--- config.mk ---
export PLATFORM = sky130hd
export DESIGN_NAME = pong_game_ctrl
export DESIGN_NICKNAME = d
export VERILOG_FILES = /design/src/rtl/pong_game_ctrl.sv
export SDC_FILE = /design/constraint.sdc
export NUM_CORES = 1
export LEC_CHECK = 0
export ABC_AREA = 1
export CAP_MARGIN = 30
export CORE_AREA = 2 2 91 93
export DETAILED_ROUTE_END_ITERATION = 16
export DIE_AREA = 0 0 93 95
export GPL_ROUTABILITY_DRIVEN = 0
export PLACE_DENSITY = 0.92
export RECOVER_POWER = 100
export SYNTH_ARGS = -nofsm -noshare
export SYNTH_HDL_FRONTEND = slang
export SYNTH_SLANG_ARGS = --single-unit
--- constraint.sdc ---
create_clock -name clk_i -period 4.05 [get_ports clk_i]
set_input_delay 0.405 -clock clk_i [delete_from_list [all_inputs] [get_ports clk_i]]
set_output_delay 0.405 -clock clk_i [all_outputs]
set_load 0.02 [all_outputs]
--- src/rtl/pong_game_ctrl.sv ---
// Per-frame pong game-state controller: advances ball and paddle on each frame
// tick, resolves wall/paddle collisions and sequences SERVE/PLAY/MISS.
module pong_game_ctrl #(
  parameter int unsigned H_RES        = 640,
  parameter int unsigned V_RES        = 480,
  parameter int unsigned X_POS_W      = 10,
  parameter int unsigned Y_POS_W      = 9,
  parameter int unsigned BALL_SIZE    = 8,
  parameter int unsigned BALL_SPEED   = 2,
  parameter int unsigned PADDLE_X     = 16,
  parameter int unsigned PADDLE_W     = 8,
  parameter int unsigned PADDLE_H     = 64,
  parameter int unsigned PADDLE_SPEED = 4,
  parameter int unsigned SERVE_FRAMES = 60,
  parameter int unsigned MISS_FRAMES  = 30
) (
  input  logic               clk_i,
  input  logic               rst_i,
  input  logic               frame_tick_i,
  input  logic               key_up_i,
  input  logic               key_down_i,
  output logic [X_POS_W-1:0] ball_x_o,
  output logic [Y_POS_W-1:0] ball_y_o,
  output logic [Y_POS_W-1:0] paddle_y_o,
  output logic [7:0]         score_o,
  output logic [7:0]         miss_cnt_o,
  output logic [1:0]         state_o,
  output logic               update_o,
  output logic               led_o
);

  localparam int unsigned XW       = X_POS_W + 1;
  localparam int unsigned YW       = Y_POS_W + 1;
  localparam int unsigned MAX_FR   = (SERVE_FRAMES > MISS_FRAMES) ? SERVE_FRAMES : MISS_FRAMES;
  localparam int unsigned CNT_W    = $clog2(MAX_FR + 1);

  localparam logic [XW-1:0] X_CTR  = XW'((H_RES - BALL_SIZE) / 2);
  localparam logic [XW-1:0] X_MAX  = XW'(H_RES - BALL_SIZE);
  localparam logic [XW-1:0] X_SPD  = XW'(BALL_SPEED);
  localparam logic [XW-1:0] FACE   = XW'(PADDLE_X + PADDLE_W);
  localparam logic [YW-1:0] Y_CTR  = YW'((V_RES - BALL_SIZE) / 2);
  localparam logic [YW-1:0] Y_MAX  = YW'(V_RES - BALL_SIZE);
  localparam logic [YW-1:0] Y_SPD  = YW'(BALL_SPEED);
  localparam logic [YW-1:0] BALL_H = YW'(BALL_SIZE);
  localparam logic [YW-1:0] PAD_H  = YW'(PADDLE_H);
  localparam logic [YW-1:0] P_CTR  = YW'((V_RES - PADDLE_H) / 2);
  localparam logic [YW-1:0] P_MAX  = YW'(V_RES - PADDLE_H);
  localparam logic [YW-1:0] P_SPD  = YW'(PADDLE_SPEED);
  localparam logic [CNT_W-1:0] SERVE_LAST = CNT_W'(SERVE_FRAMES - 1);
  localparam logic [CNT_W-1:0] MISS_LAST  = CNT_W'(MISS_FRAMES - 1);

  typedef enum logic [1:0] {
    ST_SERVE = 2'd0,
    ST_PLAY  = 2'd1,
    ST_MISS  = 2'd2
  } state_t;

  state_t state_q, state_nxt;

  logic [X_POS_W-1:0] ball_x_q, ball_x_nxt;
  logic [Y_POS_W-1:0] ball_y_q, ball_y_nxt;
  logic [Y_POS_W-1:0] paddle_q, paddle_nxt, pad_mv;
  logic [7:0]         score_q, score_nxt;
  logic [7:0]         miss_q, miss_nxt;
  logic [CNT_W-1:0]   cnt_q, cnt_nxt;
  logic               dx_q, dx_nxt;           // 1 = moving right
  logic               dy_q, dy_nxt;           // 1 = moving down
  logic               serve_dir_q, serve_dir_nxt;
  logic               update_q, update_nxt;
  logic               led_q, led_nxt;

  logic [XW-1:0] bx_w;
  logic [YW-1:0] by_w;
  logic [YW-1:0] pad_w;
  logic          hit_c;
  logic          lost_c;

  assign bx_w  = {1'b0, ball_x_q};
  assign by_w  = {1'b0, ball_y_q};
  assign pad_w = {1'b0, paddle_q};

  // Collision flags use this frame's pre-move ball and paddle positions
  always_comb begin
    hit_c  = !dx_q && (bx_w >= FACE) && (bx_w <= FACE + X_SPD) &&
             (by_w + BALL_H > pad_w) && (by_w < pad_w + PAD_H);
    lost_c = !dx_q && !hit_c && (bx_w <= X_SPD);
  end

  // Paddle step with clamping to the visible area
  always_comb begin
    pad_mv = paddle_q;
    if (key_up_i && !key_down_i) begin
      pad_mv = (pad_w <= P_SPD) ? '0 : Y_POS_W'(pad_w - P_SPD);
    end else if (key_down_i && !key_up_i) begin
      pad_mv = (pad_w + P_SPD >= P_MAX) ? Y_POS_W'(P_MAX) : Y_POS_W'(pad_w + P_SPD);
    end
  end

  // State register
  always_ff @(posedge clk_i or posedge rst_i) begin
    if (rst_i) begin
      state_q <= ST_SERVE;
    end else begin
      state_q <= state_nxt;
    end
  end

  // Next-state logic
  always_comb begin
    state_nxt = state_q;
    case (state_q)
      ST_SERVE: if (frame_tick_i && (cnt_q == SERVE_LAST)) state_nxt = ST_PLAY;
      ST_PLAY:  if (frame_tick_i && lost_c) state_nxt = ST_MISS;
      ST_MISS:  if (frame_tick_i && (cnt_q == MISS_LAST)) state_nxt = ST_SERVE;
      default:  state_nxt = ST_SERVE;
    endcase
  end

  // Datapath next values
  always_comb begin
    ball_x_nxt    = ball_x_q;
    ball_y_nxt    = ball_y_q;
    paddle_nxt    = paddle_q;
    score_nxt     = score_q;
    miss_nxt      = miss_q;
    cnt_nxt       = cnt_q;
    dx_nxt        = dx_q;
    dy_nxt        = dy_q;
    serve_dir_nxt = serve_dir_q;
    update_nxt    = frame_tick_i;
    led_nxt       = (state_nxt == ST_MISS);
    if (frame_tick_i) begin
      case (state_q)
        ST_SERVE: begin
          paddle_nxt = pad_mv;
          ball_x_nxt = X_POS_W'(X_CTR);
          ball_y_nxt = Y_POS_W'(Y_CTR);
          cnt_nxt    = (cnt_q == SERVE_LAST) ? '0 : cnt_q + CNT_W'(1);
        end
        ST_PLAY: begin
          paddle_nxt = pad_mv;
          if (!dy_q) begin
            if (by_w <= Y_SPD) begin
              ball_y_nxt = '0;
              dy_nxt     = 1'b1;
            end else begin
              ball_y_nxt = Y_POS_W'(by_w - Y_SPD);
            end
          end else if (by_w + Y_SPD >= Y_MAX) begin
            ball_y_nxt = Y_POS_W'(Y_MAX);
            dy_nxt     = 1'b0;
          end else begin
            ball_y_nxt = Y_POS_W'(by_w + Y_SPD);
          end
          if (dx_q) begin
            if (bx_w + X_SPD >= X_MAX) begin
              ball_x_nxt = X_POS_W'(X_MAX);
              dx_nxt     = 1'b0;
            end else begin
              ball_x_nxt = X_POS_W'(bx_w + X_SPD);
            end
          end else if (hit_c) begin
            ball_x_nxt = X_POS_W'(FACE);
            dx_nxt     = 1'b1;
            score_nxt  = (score_q == 8'hFF) ? score_q : score_q + 8'd1;
          end else if (lost_c) begin
            ball_x_nxt = '0;
            miss_nxt   = (miss_q == 8'hFF) ? miss_q : miss_q + 8'd1;
            cnt_nxt    = '0;
          end else begin
            ball_x_nxt = X_POS_W'(bx_w - X_SPD);
          end
        end
        ST_MISS: begin
          if (cnt_q == MISS_LAST) begin
            cnt_nxt       = '0;
            ball_x_nxt    = X_POS_W'(X_CTR);
            ball_y_nxt    = Y_POS_W'(Y_CTR);
            dx_nxt        = 1'b1;
            serve_dir_nxt = ~serve_dir_q;
            dy_nxt        = ~serve_dir_q;
          end else begin
            cnt_nxt = cnt_q + CNT_W'(1);
          end
        end
        default: begin
          cnt_nxt    = '0;
          ball_x_nxt = X_POS_W'(X_CTR);
          ball_y_nxt = Y_POS_W'(Y_CTR);
        end
      endcase
    end
  end

  // Datapath registers
  always_ff @(posedge clk_i or posedge rst_i) begin
    if (rst_i) begin
      ball_x_q    <= X_POS_W'(X_CTR);
      ball_y_q    <= Y_POS_W'(Y_CTR);
      paddle_q    <= Y_POS_W'(P_CTR);
      score_q     <= '0;
      miss_q      <= '0;
      cnt_q       <= '0;
      dx_q        <= 1'b1;
      dy_q        <= 1'b1;
      serve_dir_q <= 1'b1;
      update_q    <= 1'b0;
      led_q       <= 1'b0;
    end else begin
      ball_x_q    <= ball_x_nxt;
      ball_y_q    <= ball_y_nxt;
      paddle_q    <= paddle_nxt;
      score_q     <= score_nxt;
      miss_q      <= miss_nxt;
      cnt_q       <= cnt_nxt;
      dx_q        <= dx_nxt;
      dy_q        <= dy_nxt;
      serve_dir_q <= serve_dir_nxt;
      update_q    <= update_nxt;
      led_q       <= led_nxt;
    end
  end

  assign ball_x_o   = ball_x_q;
  assign ball_y_o   = ball_y_q;
  assign paddle_y_o = paddle_q;
  assign score_o    = score_q;
  assign miss_cnt_o = miss_q;
  assign state_o    = state_q;
  assign update_o   = update_q;
  assign led_o      = led_q;

endmodule

==> key figures <==
Global routing
  • Largest net degree at the start of global routing: 44
  • Overflow after GRT: 0
  • Antenna violations before repair: 0
  • Vias in the first global route: 4467
  • Global-route wire length before repair: 20200 um
  • Total Routing Usage GR: 28.2%

STA
  • Final Hold Viols: 0
  • Setup Skew: 0.00788 ns
  • Endpoints failing setup: 0
  • RSZ-0062 raised after global routing: false
  • Tmin final: 3.33 ns
  • Final WS setup: 0.723 ns
  • Crit share post-route: 82.2%
  • Slew Limit Fails: 44
  • Measured slew at the worst slew-check pin: 2.22 ns
  • FMAX: 0.301 GHz
  • Post-Route Setup TNS: 0 ns
  • Slew HR: -47.7%

Finish
  • Footprint of the multi-input gates: 2890 um^2
  • Storage cell area: 1350 um^2
  • Non-filler cells in the finished layout: 817
  • Final nets: 747
  • Fill count: 646
  • Ant diodes: 0
  • Area Growth Syn to Fin: 12.1%
  • Share of cells above drive strength 1: 7.72%

Place
  • Place WS: 1.25 ns
  • Cells after DPL: 809
  • Post-DP HPWL: 8850 um
  • # port buffers: 48

Critical path
  • Worst path most repeated cell: inv_1
  • Critical Path End Type: flip-flop
  • Crit path from: frame_tick_i
  • R2r startpoint: ball_y_o[3]
  • CP max stage delay: 0.94 ns
  • Arrival time at the worst endpoint: 3.54 ns
  • Startpoint class of the critical path: primary input
  • Crit path max-delay family: buffers and inverters
  • Crit-path max FO: 15
  • WS Path Type: primary input to flip-flop
  • Crit path required time: 4.26 ns
  • Buf/Inv on CP: 4
  • Crit-path cells: dlygate4sd3_1, inv_1, nor2_1, inv_1, nor2_1, nand3_1, inv_1, nand2_1, xnor2_1
  • Slowest cell on crit path: nor2_1

Clocking
  • Clock sink total: 53
  • Postcts setup bufs: 0
  • Post-CTS sizing: 0
  • H-tree depth: 2
  • Skew-Pair Late Insertion Delay: 0.32 ns
  • # hold bufs at CTS: 0
  • Clock slew at reported path FFs: 0.09 ns
  • Clock root cell: clkbuf_8
  • TritonCTS clock tree: built
  • Clock Path Buffers: 2
  • CTS buffer count: 5

Power
  • Seq pwr share: 29.0%
  • Pwr dens: 664 nW/um^2
  • Psw: 1.82 mW
  • Pint: 1.70 mW
  • Comb power frac: 60.2%
  • Leak Pwr: 2.72 nW
  • Clock Power Share: 10.8%
  • Peak VDD IR: 0.285 mV
  • Sw frac: 51.8%
  • Pwr Total: 3.52 mW

Routing
  • DR vias/cell: 5.86
  • DR iter-0 viols: 457
  • Drt drc: 0
  • Antenna Violating Nets Remaining: 0
  • Wire per inst: 14.7 um
  • Pre-Repair DR Iteration Count: 5
  • Via Count: 4791
  • WL final: 12000 um

Yosys
  • Post-synth EDFFs: 0
  • Ys async rst share: 100%
  • Synth Cell Area: 4730 um^2
  • Post-Syn Instances: 671
  • Synth Warn #: 0
  • Register area share after synthesis: 28.5%
  • Syn Area/Cell: 7.05 um^2
  • Register bit total from synthesis: 53
  • Distinct cells, synth: 50
  • Ys flop type: dfrtp_1

Worst hold path
  • Worst Hold Class: primary input to asynchronous set/reset pin

Floorplan
  • Die area: 8840 um^2
  • Die Wd: 93 um
  • I/O pins: 53
  • Vert. Die Dim: 95 um
  • CORE AREA: 7930 um^2
  • Initial Utilization: 59.6%
  • # rows: 33

Run status
  • Failing checks: max-capacitance violations, max-slew violations
  • Run status: complete, but fails checks

Job
  • Max-cap violations: 1
metal layers:
metal  up-vias  global-route usage [%]  routed length [um]
met5         -                       0                   0
met2       276                    48.6                5850
met3        62                    3.83                 890
met4         0                    13.0                 469
met1      2210                    35.3                4830
li1       2243                       -                   -
logic make-up after synthesis:
group	share of synthesized area (%)
AND/OR/NAND/NOR	35.9
buffers and inverters	10.0
AO/OA/AOI/OAI	9.00
flip-flops	28.5
XOR/XNOR	8.34
adder cells (fa/ha/maj)	8.20
other	0.0793
final timing paths:
| check | end | slack, ns | cells past startpoint |
|---|---|---|---|
| max | score_o[6] | 0.72 | 9 |
| min | ball_y_o[4] | 0.51 | 2 |
| max reg2reg | miss_cnt_o[2] | 0.79 | 15 |
| min reg2reg | cnt_q[5] | 0.52 | 2 |
| max in group asynchronous | ball_x_o[9] | 1.12 | 3 |
| min in group clk_i | cnt_q[5] | 0.52 | 2 |
state kept, by name, indices dropped and copies added (netlist names):
register,cells
paddle_y_o,7
update_o,1
dy_q,1
ball_y_o,8
led_o,1
cnt_q,6
state_o,2
score_o,8
serve_dir_q,1
dx_q,1
miss_cnt_o,8
ball_x_o,9
power by group through the flow:
stage | clock network [mW] | registers [mW] | logic, mW
floorplan | 0 | 0.997 | 1.56
global placement | 0 | 1.02 | 2.01
detailed placement | 0 | 1.03 | 2.09
CTS | 0.385 | 1.02 | 2.14
global route | 0.406 | 1.05 | 2.34
finish | 0.381 | 1.02 | 2.12
cells in the mapped netlist, types with 8 or more instances:
master	instances	area (um^2)
ha_1	31	388
nand2_1	156	586
o21ai_0	22	110
dfstp_2	16	420
dfrtp_1	37	926
xor2_1	38	333
nand4_1	19	119
inv_1	81	304
nand3_1	67	335
nor3_1	9	45.0
a21oi_1	18	90.1
nor2_1	72	270
o21bai_1	8	60.1
cell type report:
type	instances	share of cell area (%)
clock buffer	7	1.63
clock inverter	1	0.566
inverter	89	6.30
multi-input combinational	512	54.4
sequential	53	25.4
tap	105	2.48
timing repair buffer	50	9.20
cell usage in the layout (no fill, tap or decap), types with 2 or more instances in the layout:
cell type	Yosys	layout
clkbuf_1	2	3
nor2_4	5	4
o21bai_1	8	8
dfrtp_1	37	37
ha_1	31	31
nand2_4	4	3
nand2_2	5	4
xor2_1	38	38
o21ai_0	22	24
a21oi_1	18	19
nand4_1	19	19
a22oi_1	2	2
inv_2	7	5
nand4_2	2	2
nor2_1	72	74
nand3_2	4	3
nand2_1	156	158
nor3_1	9	10
conb_1	1	4
inv_1	81	83
xnor2_1	7	7
o22ai_1	6	6
nand3b_1	3	3
o21ai_1	4	2
nor2_2	7	6
nand3_1	67	68
dfstp_2	16	15
clkbuf_8	0	6
clkdlybuf4s50_1	0	2
dlygate4sd3_1	0	46
per-stage QoR:
stage	hold WS, ns	util, %	area [um^2]
2_1_floorplan	0.436	-	4740
3_3_place_gp	0.480	65.8	5220
3_5_place_dp	0.498	66.1	5240
4_1_cts	0.347	67.6	5360
5_1_grt	0.539	66.9	5300
6_report	0.514	66.9	5300
Note: power is estimated with default switching activity, not from simulation.
